## config.mk

```make
export PLATFORM = sky130hd
export DESIGN_NAME = tick_scheduler
export DESIGN_NICKNAME = d
export VERILOG_FILES = /design/src/rtl/tick_scheduler_pkg.sv /design/src/rtl/tick_channel.sv /design/src/rtl/tick_scheduler.sv
export SDC_FILE = /design/constraint.sdc
export NUM_CORES = 1
export LEC_CHECK = 0
export ABC_AREA = 1
export CAP_MARGIN = 10
export CORE_ASPECT_RATIO = 0.9
export CORE_MARGIN = 4
export CORE_UTILIZATION = 50
export CTS_BUF_LIST = sky130_fd_sc_hd__clkbuf_8
export CTS_CLUSTER_SIZE = 40
export DETAILED_ROUTE_END_ITERATION = 8
export HOLD_SLACK_MARGIN = 0.03
export PLACE_DENSITY = 0.73
export REMOVE_ABC_BUFFERS = 1
export SLEW_MARGIN = 20
export SYNTH_ARGS = -nofsm -noshare
export SYNTH_HDL_FRONTEND = slang
export SYNTH_SLANG_ARGS = --single-unit
```

## constraint.sdc

```tcl
create_clock -name CLK -period 6.41 [get_ports CLK]
set_clock_uncertainty 0.2 [all_clocks]
set_input_delay 0.641 -clock CLK [delete_from_list [all_inputs] [get_ports CLK]]
set_output_delay 0.641 -clock CLK [all_outputs]
set_load 0.005 [all_outputs]
```

## src/rtl/tick_scheduler_pkg.sv

```systemverilog
`default_nettype none
// ============================================================================
//  Module   : tick_scheduler_pkg
//  Purpose  : Shared channel-state encoding, mode constants and board default
//             prescale for the tick scheduler.
//  Revision : 1.0  initial release
// ============================================================================
package tick_scheduler_pkg;

    typedef enum logic [1:0] {
        ST_IDLE = 2'd0,
        ST_RUN  = 2'd1,
        ST_DONE = 2'd2
    } ch_state_t;

    localparam logic MODE_PERIODIC = 1'b0;
    localparam logic MODE_ONESHOT  = 1'b1;

    // 50 MHz board clock divided down to a 1 kHz base strobe
    localparam int DEFAULT_PRESCALE = 50000;

endpackage
`default_nettype wire

```

## src/rtl/tick_channel.sv

```systemverilog
`default_nettype none
// ============================================================================
//  Module   : tick_channel
//  Purpose  : One timer channel: counts base strobes, emits one-cycle tick
//             enables, periodic or one-shot, with registered status flags.
//  Revision : 1.0  initial release
// ============================================================================
module tick_channel
    import tick_scheduler_pkg::*;
#(
    parameter int DIV_W = 16
) (
    input  logic             CLK,
    input  logic             RST,
    input  logic             wr,
    input  logic [DIV_W-1:0] wr_div,
    input  logic             wr_mode,
    input  logic             wr_en,
    input  logic             stb,
    output logic             tick,
    output logic             busy,
    output logic             done
);

    ch_state_t        state, state_nxt;
    logic [DIV_W-1:0] ccnt, ccnt_nxt;
    logic [DIV_W-1:0] div_q, div_nxt;
    logic             mode_q, mode_nxt;
    logic             tick_nxt;

    // Next-state and datapath: a write always beats a coincident strobe
    always_comb begin
        state_nxt = state;
        ccnt_nxt  = ccnt;
        div_nxt   = div_q;
        mode_nxt  = mode_q;
        tick_nxt  = 1'b0;
        if (wr) begin
            ccnt_nxt = '0;
            if (wr_en && (wr_div != '0)) begin
                state_nxt = ST_RUN;
                div_nxt   = wr_div;
                mode_nxt  = wr_mode;
            end else begin
                state_nxt = ST_IDLE;
            end
        end else if ((state == ST_RUN) && stb) begin
            if (ccnt == (div_q - DIV_W'(1))) begin
                ccnt_nxt = '0;
                tick_nxt = 1'b1;
                if (mode_q == MODE_ONESHOT) begin
                    state_nxt = ST_DONE;
                end
            end else begin
                ccnt_nxt = ccnt + DIV_W'(1);
            end
        end
    end

    // State register
    always_ff @(posedge CLK or posedge RST) begin
        if (RST) begin
            state <= ST_IDLE;
        end else begin
            state <= state_nxt;
        end
    end

    // Counter and latched configuration
    always_ff @(posedge CLK or posedge RST) begin
        if (RST) begin
            ccnt   <= '0;
            div_q  <= '0;
            mode_q <= MODE_PERIODIC;
        end else begin
            ccnt   <= ccnt_nxt;
            div_q  <= div_nxt;
            mode_q <= mode_nxt;
        end
    end

    // Output flops: tick aligned with BASE_TICK, status registered from state
    always_ff @(posedge CLK or posedge RST) begin
        if (RST) begin
            tick <= 1'b0;
            busy <= 1'b0;
            done <= 1'b0;
        end else begin
            tick <= tick_nxt;
            busy <= (state == ST_RUN);
            done <= (state == ST_DONE);
        end
    end

endmodule
`default_nettype wire

```

## src/rtl/tick_scheduler.sv

```systemverilog
`default_nettype none
// ============================================================================
//  Module   : tick_scheduler
//  Purpose  : Free-running prescaler shared by N_CH timer channels that issue
//             single-cycle clock-enable ticks at multiples of the base period.
//  Revision : 1.0  initial release
// ============================================================================
module tick_scheduler
    import tick_scheduler_pkg::*;
#(
    parameter int PRESCALE = DEFAULT_PRESCALE,
    parameter int DIV_W    = 16,
    parameter int N_CH     = 4
) (
    input  logic             CLK,
    input  logic             RST,
    input  logic             CFG_WE,
    input  logic [1:0]       CFG_CH,
    input  logic [DIV_W-1:0] CFG_DIV,
    input  logic             CFG_MODE,
    input  logic             CFG_EN,
    output logic             BASE_TICK,
    output logic [N_CH-1:0]  TICK,
    output logic [N_CH-1:0]  BUSY,
    output logic [N_CH-1:0]  DONE
);

    localparam int              PW        = $clog2(PRESCALE);
    localparam logic [PW-1:0]   PCNT_LAST = PW'(PRESCALE - 1);

    logic [PW-1:0] pcnt;
    logic          stb;

    assign stb = (pcnt == PCNT_LAST);

    // Free-running prescaler, untouched by configuration writes
    always_ff @(posedge CLK or posedge RST) begin
        if (RST) begin
            pcnt <= '0;
        end else if (stb) begin
            pcnt <= '0;
        end else begin
            pcnt <= pcnt + PW'(1);
        end
    end

    // Base strobe delayed one cycle so it lines up with channel ticks
    always_ff @(posedge CLK or posedge RST) begin
        if (RST) begin
            BASE_TICK <= 1'b0;
        end else begin
            BASE_TICK <= stb;
        end
    end

    generate
        for (genvar i = 0; i < N_CH; i++) begin : g_ch
            logic wr;
            assign wr = CFG_WE && (CFG_CH == 2'(i));

            tick_channel #(
                .DIV_W (DIV_W)
            ) u_ch (
                .CLK     (CLK),
                .RST     (RST),
                .wr      (wr),
                .wr_div  (CFG_DIV),
                .wr_mode (CFG_MODE),
                .wr_en   (CFG_EN),
                .stb     (stb),
                .tick    (TICK[i]),
                .busy    (BUSY[i]),
                .done    (DONE[i])
            );
        end
    endgenerate

endmodule
`default_nettype wire

```

==> summary.md, run 1 <==
| Metric | Value |
|---|---|
| Status | complete, no violations |
| Area grow syn2layout | 8.06% |
| Slew Limit Fails | 0 |
| Yosys Warn Count | 0 |
| Gr usage total | 0.229 |
| Worst-skew pair later-pin latency | 0.47 ns |
| # diodes | 0 |
| PD cells | 234 mW/mm2 |
| Die area | around 0.024 mm2 |
| Dpl hpwl | 20,300 um |
| Root buf cell | clkbuf_8 |
| Drt first-iter violations | 878 |
| Routed wire length | approximately 27,000 um |
| Mean area per synthesized cell | 6.93 um2 |
| Hold Fails Final Rpt | 0 |
| First-pass GRT wire length | 45,200 um |
| Worst-Margin Slew | 0.939 ns |
| Share of the synthesized area in the top cell type | 0.390 |
| Critical path class | input pin to flip-flop |
| Fin Setup TNS | 0 ns |
| CTS buffer count | 17 |
| CP arrival | 3.63 ns |
| WHS | 0.232 ns |
| H-tree depth | 4 |
| Clk buf depth | 2 |
| Initial antenna violation count | 0 |
| WL/cell | 14.3 um |
| Synth Flop Type | dfrtp_1 |
| Setup bufs post-CTS | 0 |
| Peak Freq | between 200 and 300 MHz |
| Drt pass-1 iters | 6 |
| Nets@finish | 1,617 |
| Die extent in x | 163 um |
| Row count | 50 |
| Min cycle time layout | 3.48 ns |
| Syn Std Cell Area | 0.0108 mm2 |
| Unique masters post-synth | 42 |
| Post-DRT Antenna Nets | 0 |
| Layout cells sized above 1 | 0.0451 |
| Post-cts sizing count | 0 |
| Post-synth ARST share | 1.00 |
| Post-Layout Cell Count | 1,884 |
| Critical Path Fanout Max | 28 |
| Fillcell total | 2,015 |
| Drt drc | 0 |
| Reg clk slew, reported paths | 0.08 ns |
| Leakage | 5.75 nW |
| Clk sinks | 169 |
| Max-cap viol count | 0 |
| Number of global-route vias before repair | 9,308 |
| Hold Buf Count CTS | 0 |
| I/O Buffers | 35 |
| Largest net degree at the start of global routing | 67 |
| Cells after DPL | 1,852 |
| Grt ovf | 0 |
| Pwr Total | 0.00274 W |
| Drt via density | around 5.2 |
| Core Box Area | 0.0211 mm2 |
| Setup Viol. Count Final | 0 |
| Headroom to the max-slew limit | 0.373 |
| Routed vias | roughly 10,000 |
| #FFs+latches synth | roughly 170 |
| Starting Density | 0.514 |
| Mapped Cells | about 1,600 |
| Hold crit path type | flip-flop to flip-flop |
| Post-synth EDFFs | 0 |
| RSZ-0062 raised after global routing | no |
| Count leader, synth | nand2_1 |
| Startpoint types | input pin |
| Maximum vdd drop | 140 uV |
| CTS tree | built |
| Gpl congestion | 0.904 |
| CP endpoint kind | flip-flop |
| Most instantiated cells after synthesis | nand2_1 (497), nor2_1 (200), inv_1 (188) |
| IO Count | 36 |
| Final period util | 0.543 |
| Die height | 148 um |
| Yosys top cell by area | dfrtp_1 |
| Top post-synthesis cells by area | dfrtp_1 (39%), nand2_1 (17%), nor2_1 (6.9%), inv_1 (6.5%), xor2_1 (5.3%) |
| CP required | 6.56 ns |
| Sequential-to-total area share from yosys stat | 0.390 |
-- flip-flops by register name, summed over array words and instances (netlist names) --
register          count
g_ch.u_ch.ccnt       64
BASE_TICK             1
pcnt                 16
g_ch.u_ch.mode_q      4
g_ch.u_ch.div_q      64
g_ch.u_ch.done        4
g_ch.u_ch.tick        4
g_ch.u_ch.state       8
g_ch.u_ch.busy        4
-- per-stage QoR --
stage	util	setup WS, ns	cell area (um2)
after floorplan	-	0.994	10600
after global placement	0.538	2.56	11300
after detailed placement	0.538	2.48	11300
after CTS	0.555	2.96	11700
after global routing	0.555	2.66	11700
final	0.555	2.93	11700
-- routing by layer --
metal,track usage,part of all wire,vias up,routed length [um]
met1,0.322,0.47,4559,12600
met3,0.0541,0.071,40,1910
met5,0,0,-,0
met4,0.0562,0.015,0,401
met2,0.359,0.45,285,12000
li1,-,-,4957,-
-- cell usage in the layout (no fill, tap or decap), drive strengths merged, types with 20 or more instances in the layout --
master / synthesis / routed
nand4: 40 / 40
dfrtp: 169 / 169
o21ai: 75 / 75
clkdlybuf4s50: 0 / 35
nand3: 107 / 107
nand2: 504 / 504
a21oi: 42 / 42
nor2: 214 / 214
xnor2: 25 / 25
clkbuf: 8 / 20
nor3: 35 / 35
xor2: 65 / 65
inv: 193 / 200
-- path summary, 6_finish.rpt --
check | start | endpoint | slack (ns) | depth (start not counted)
max | CFG_CH[1] | g_ch[2].u_ch.div_q[5] | 2.93 | 8
min | g_ch[1].u_ch.state[0] | g_ch[1].u_ch.done | 0.23 | 1
max reg2reg | pcnt[0] | g_ch[3].u_ch.ccnt[4] | 3.45 | 13
min reg2reg | g_ch[1].u_ch.state[0] | g_ch[1].u_ch.done | 0.23 | 1
max in group asynchronous | RST | g_ch[2].u_ch.div_q[5] | 4.36 | 3
min in group asynchronous | RST | pcnt[15] | 0.41 | 2
-- report_power, final --
group / switching (W) / leakage (nW) / internal, W
Clock: 0.000400 / 0.203 / 0.000330
Sequential: 0.0000993 / 2.22 / 0.00116
Combinational: 0.000486 / 3.33 / 0.000264
-- cell type report --
type | count | area, um2 | area share
Inverter | 196 | 741 | 0.0633
Multi-Input combinational cell | 1163 | 5650 | 0.482
Tap cell | 286 | 358 | 0.0306
Sequential cell | 169 | 4230 | 0.361
Clock buffer | 20 | 275 | 0.0235
Clock inverter | 12 | 86.3 | 0.00737
Timing Repair Buffer | 38 | 373 | 0.0318
-- kinds of logic (layout without fill, tap and decap cells) --
logic type / count (synthesis) / in the layout / synth area share
buffers and inverters: 231 / 266 / 0.0886
adder cells (fa/ha/maj): 9 / 9 / 0.0104
AND/OR/NAND/NOR: 940 / 940 / 0.377
flip-flops: 169 / 169 / 0.390
AO/OA/AOI/OAI: 124 / 124 / 0.0612
XOR/XNOR: 90 / 90 / 0.0728
-- worst max-delay path: stages --
cell	delay, ns
clkdlybuf4s50_1	0.51
inv_1	0.08
nor3_1	0.57
clkinv_1	0.48
nor2_2	0.82
inv_1	0.34
nand2_1	0.13
nand2_1	0.06
(Power assumes the default switching activity.)
==> run 2: changes to the inputs <==
clock period = 3.36 ns   (was 6.41 ns; I/O delays follow)
==> summary.md, run 2 (synthesis results as in run 1) <==
| Metric | Value |
|---|---|
| Setup crit start | pcnt[13] |
| Root buf cell | clkbuf_8 |
| Cell repeated most along the worst path | nand2_1 |
| CP required | 3.49 ns (-3.07 ns) |
| Nets@finish | 1,641 (+1.5%) |
| Worst R2R Setup Slack | 0.68 ns (-2.77 ns) |
| Post-Layout Cell Count | 1,908 (+1.3%) |
| Max-cap viol count | 0 (unchanged) |
| Reg2Reg Depth | 11 (-2) |
| CTS tree | built |
| Commonest cells after routing, fill and taps aside | nand2_1 (497), nor2_1 (200), inv_1 (188), dfrtp_1 (169), nand3_1 (103) |
| Critical Path Sink | g_ch[0].u_ch.ccnt[4] |
| Worst-skew pair later-pin latency | 0.46 ns (about the same) |
| Fillcell total | 2,054 (+1.9%) |
| Clk sinks | 169 (unchanged) |
| Worst r2r src | pcnt[13] |
| Clk buf depth | 2 (unchanged) |
| CTS buffer count | 17 (unchanged) |
| Slowest cell on the critical path | dfrtp_1 |
| Status | complete, no violations |
| Headroom to the max-slew limit | 0.403 (+0.0301) |
| RSZ-0062 raised after global routing | no |
| Critical path class | flip-flop to flip-flop |
| Initial antenna violation count | 0 (unchanged) |
| Dpl hpwl | 20,600 um (+1.8%) |
| Gpl congestion | 0.931 (+3.0%) |
| Leakage | 5.88 nW (+2.3%) |
| Drt pass-1 iters | 8 (+2) |
| Cells after DPL | 1,876 (+1.3%) |
| Largest regs | g_ch.u_ch.ccnt (64), g_ch.u_ch.div_q (64), pcnt (16) |
| Maximum vdd drop | 259 uV (+86%) |
| Core Box Area | 0.0211 mm2 (unchanged) |
| PD cells | 449 mW/mm2 (+92%) |
| Reg clk slew, reported paths | 0.09 ns (about the same) |
| H-tree depth | 4 (unchanged) |
| Die area | 0.0241 mm2 (unchanged) |
| Worst Path Buf+Inv | 3 (-1) |
| Slew Limit Fails | 0 (unchanged) |
| Post-DRT Antenna Nets | 0 (unchanged) |
| Routed vias | 9,780 (-0.62%) |
| Drt via density | 5.13 (-1.9%) |
| WL/cell | 14.1 um (-1.2%) |
| Crit-path cells | inv_1 > nand2_1 > nor3_1 > nand2_1 > inv_2 > nand2_1 > nand2_1 > inv_1 > nor2_1 > xor2_1 > a21oi_1 |
| WHS | 0.149 ns (-0.0835 ns) |
| Routed wire length | 26,900 um (about the same) |
| Hold Fails Final Rpt | 0 (unchanged) |
| Min cycle time layout | 2.68 ns |
| Worst-Margin Slew | 0.887 ns (-0.0523 ns) |
| Largest net degree at the start of global routing | 67 (unchanged) |
| Starting Density | 0.514 (unchanged) |
| Setup Viol. Count Final | 0 (unchanged) |
| Hold crit path type | input pin to asynchronous set/reset pin |
| # diodes | 0 (unchanged) |
| Hold Buf Count CTS | 0 (unchanged) |
| Startpoint types | flip-flop |
| Area grow syn2layout | 10.4% |
| Layout cells sized above 1 | 0.0623 (+0.0172) |
| Final instance area | 0.0120 mm2 (+2.1%) |
| Die extent in x | 163 um (unchanged) |
| Fin Setup TNS | 0 ns (unchanged) |
| Layout Utilization | 0.567 (+0.0119) |
| FF-to-FF End | g_ch[0].u_ch.ccnt[4] |
| I/O Buffers | 35 (unchanged) |
| IO Count | 36 (unchanged) |
| Placed inst area | 0.0116 mm2 (+1.8%) |
| Grt ovf | 0 (unchanged) |
| Die height | 148 um (unchanged) |
| Setup bufs post-CTS | 0 (unchanged) |
| Final period util | 0.798 |
| Post-cts sizing count | 0 (unchanged) |
| CP arrival | 2.81 ns (-0.82 ns) |
| Critical Path Fanout Max | 11 (-61%) |
| Number of global-route vias before repair | 9,026 (-3.0%) |
| Gr usage total | 0.226 (-0.00238) |
| Drt first-iter violations | 742 (-15%) |
| Row count | 50 (unchanged) |
| First-pass GRT wire length | 44,700 um (-1.0%) |
| Top delay family on crit path | simple AND/OR/NAND/NOR gates |
| Drt drc | 0 (unchanged) |
| CP max stage delay | 0.38 ns (-0.44 ns) |
| CP endpoint kind | flip-flop |
| Peak Freq | 373 MHz |
| Levels on crit path | 11 (+3) |
| Most common cell after layout, fill and taps aside | nand2_1 |
==> run 2: worst register-to-register path, stage by stage, from the launching register on <==
cell     delay (ns)
dfrtp_1        0.38
inv_1          0.14
nand2_1        0.10
nor3_1         0.31
nand2_1        0.23
inv_2          0.19
nand2_1        0.09
nand2_1        0.29
inv_1          0.24
nor2_1         0.16
xor2_1         0.15
a21oi_1        0.06
==> run 2: report_power, final <==
part / switching, W / total [W] / internal (W)
clock network: 0.000779 / 0.00152 / 0.000739
logic: 0.000926 / 0.00145 / 0.000521
registers: 0.000185 / 0.00240 / 0.00222
==> run 2: final cells by class <==
| type | count | area (um2) | share of cell area |
|---|---|---|---|
| repair buffers | 62 | 578 | 0.0483 |
| clock inverters | 11 | 119 | 0.00994 |
| well taps | 286 | 358 | 0.0299 |
| flip-flops and latches | 169 | 4230 | 0.354 |
| inverters | 196 | 741 | 0.0619 |
| multi-input cells | 1163 | 5650 | 0.472 |
| clock buffers | 21 | 289 | 0.0242 |
==> run 2: worst min-delay path by stage <==
stage | start | end | cells past startpoint
global placement | g_ch[0].u_ch.state[0] | g_ch[0].u_ch.done | 1
global route | RST | g_ch[0].u_ch.tick | 2
CTS | RST | g_ch[0].u_ch.tick | 2
floorplan | g_ch[0].u_ch.state[0] | g_ch[0].u_ch.done | 1
detailed placement | g_ch[0].u_ch.state[0] | g_ch[0].u_ch.done | 1
finish | RST | g_ch[0].u_ch.tick | 2
==> run 2: per-layer routing <==
layer  vias to the layer above  part of all wire  global-route usage
met5                         -                 0                   0
met4                         0             0.015              0.0453
met3                        36             0.060              0.0569
met2                       214              0.43               0.345
met1                      4519              0.49               0.329
li1                       5011                 -                   -
==> run 2: per-stage QoR <==
step	setup WS (ns)	total power, W
6_report	0.679	0.00537
5_1_grt	0.438	0.00573
4_1_cts	0.707	0.00538
3_5_place_dp	0.487	0.00387
3_3_place_gp	0.479	0.00384
2_1_floorplan	-1.75	0.00348
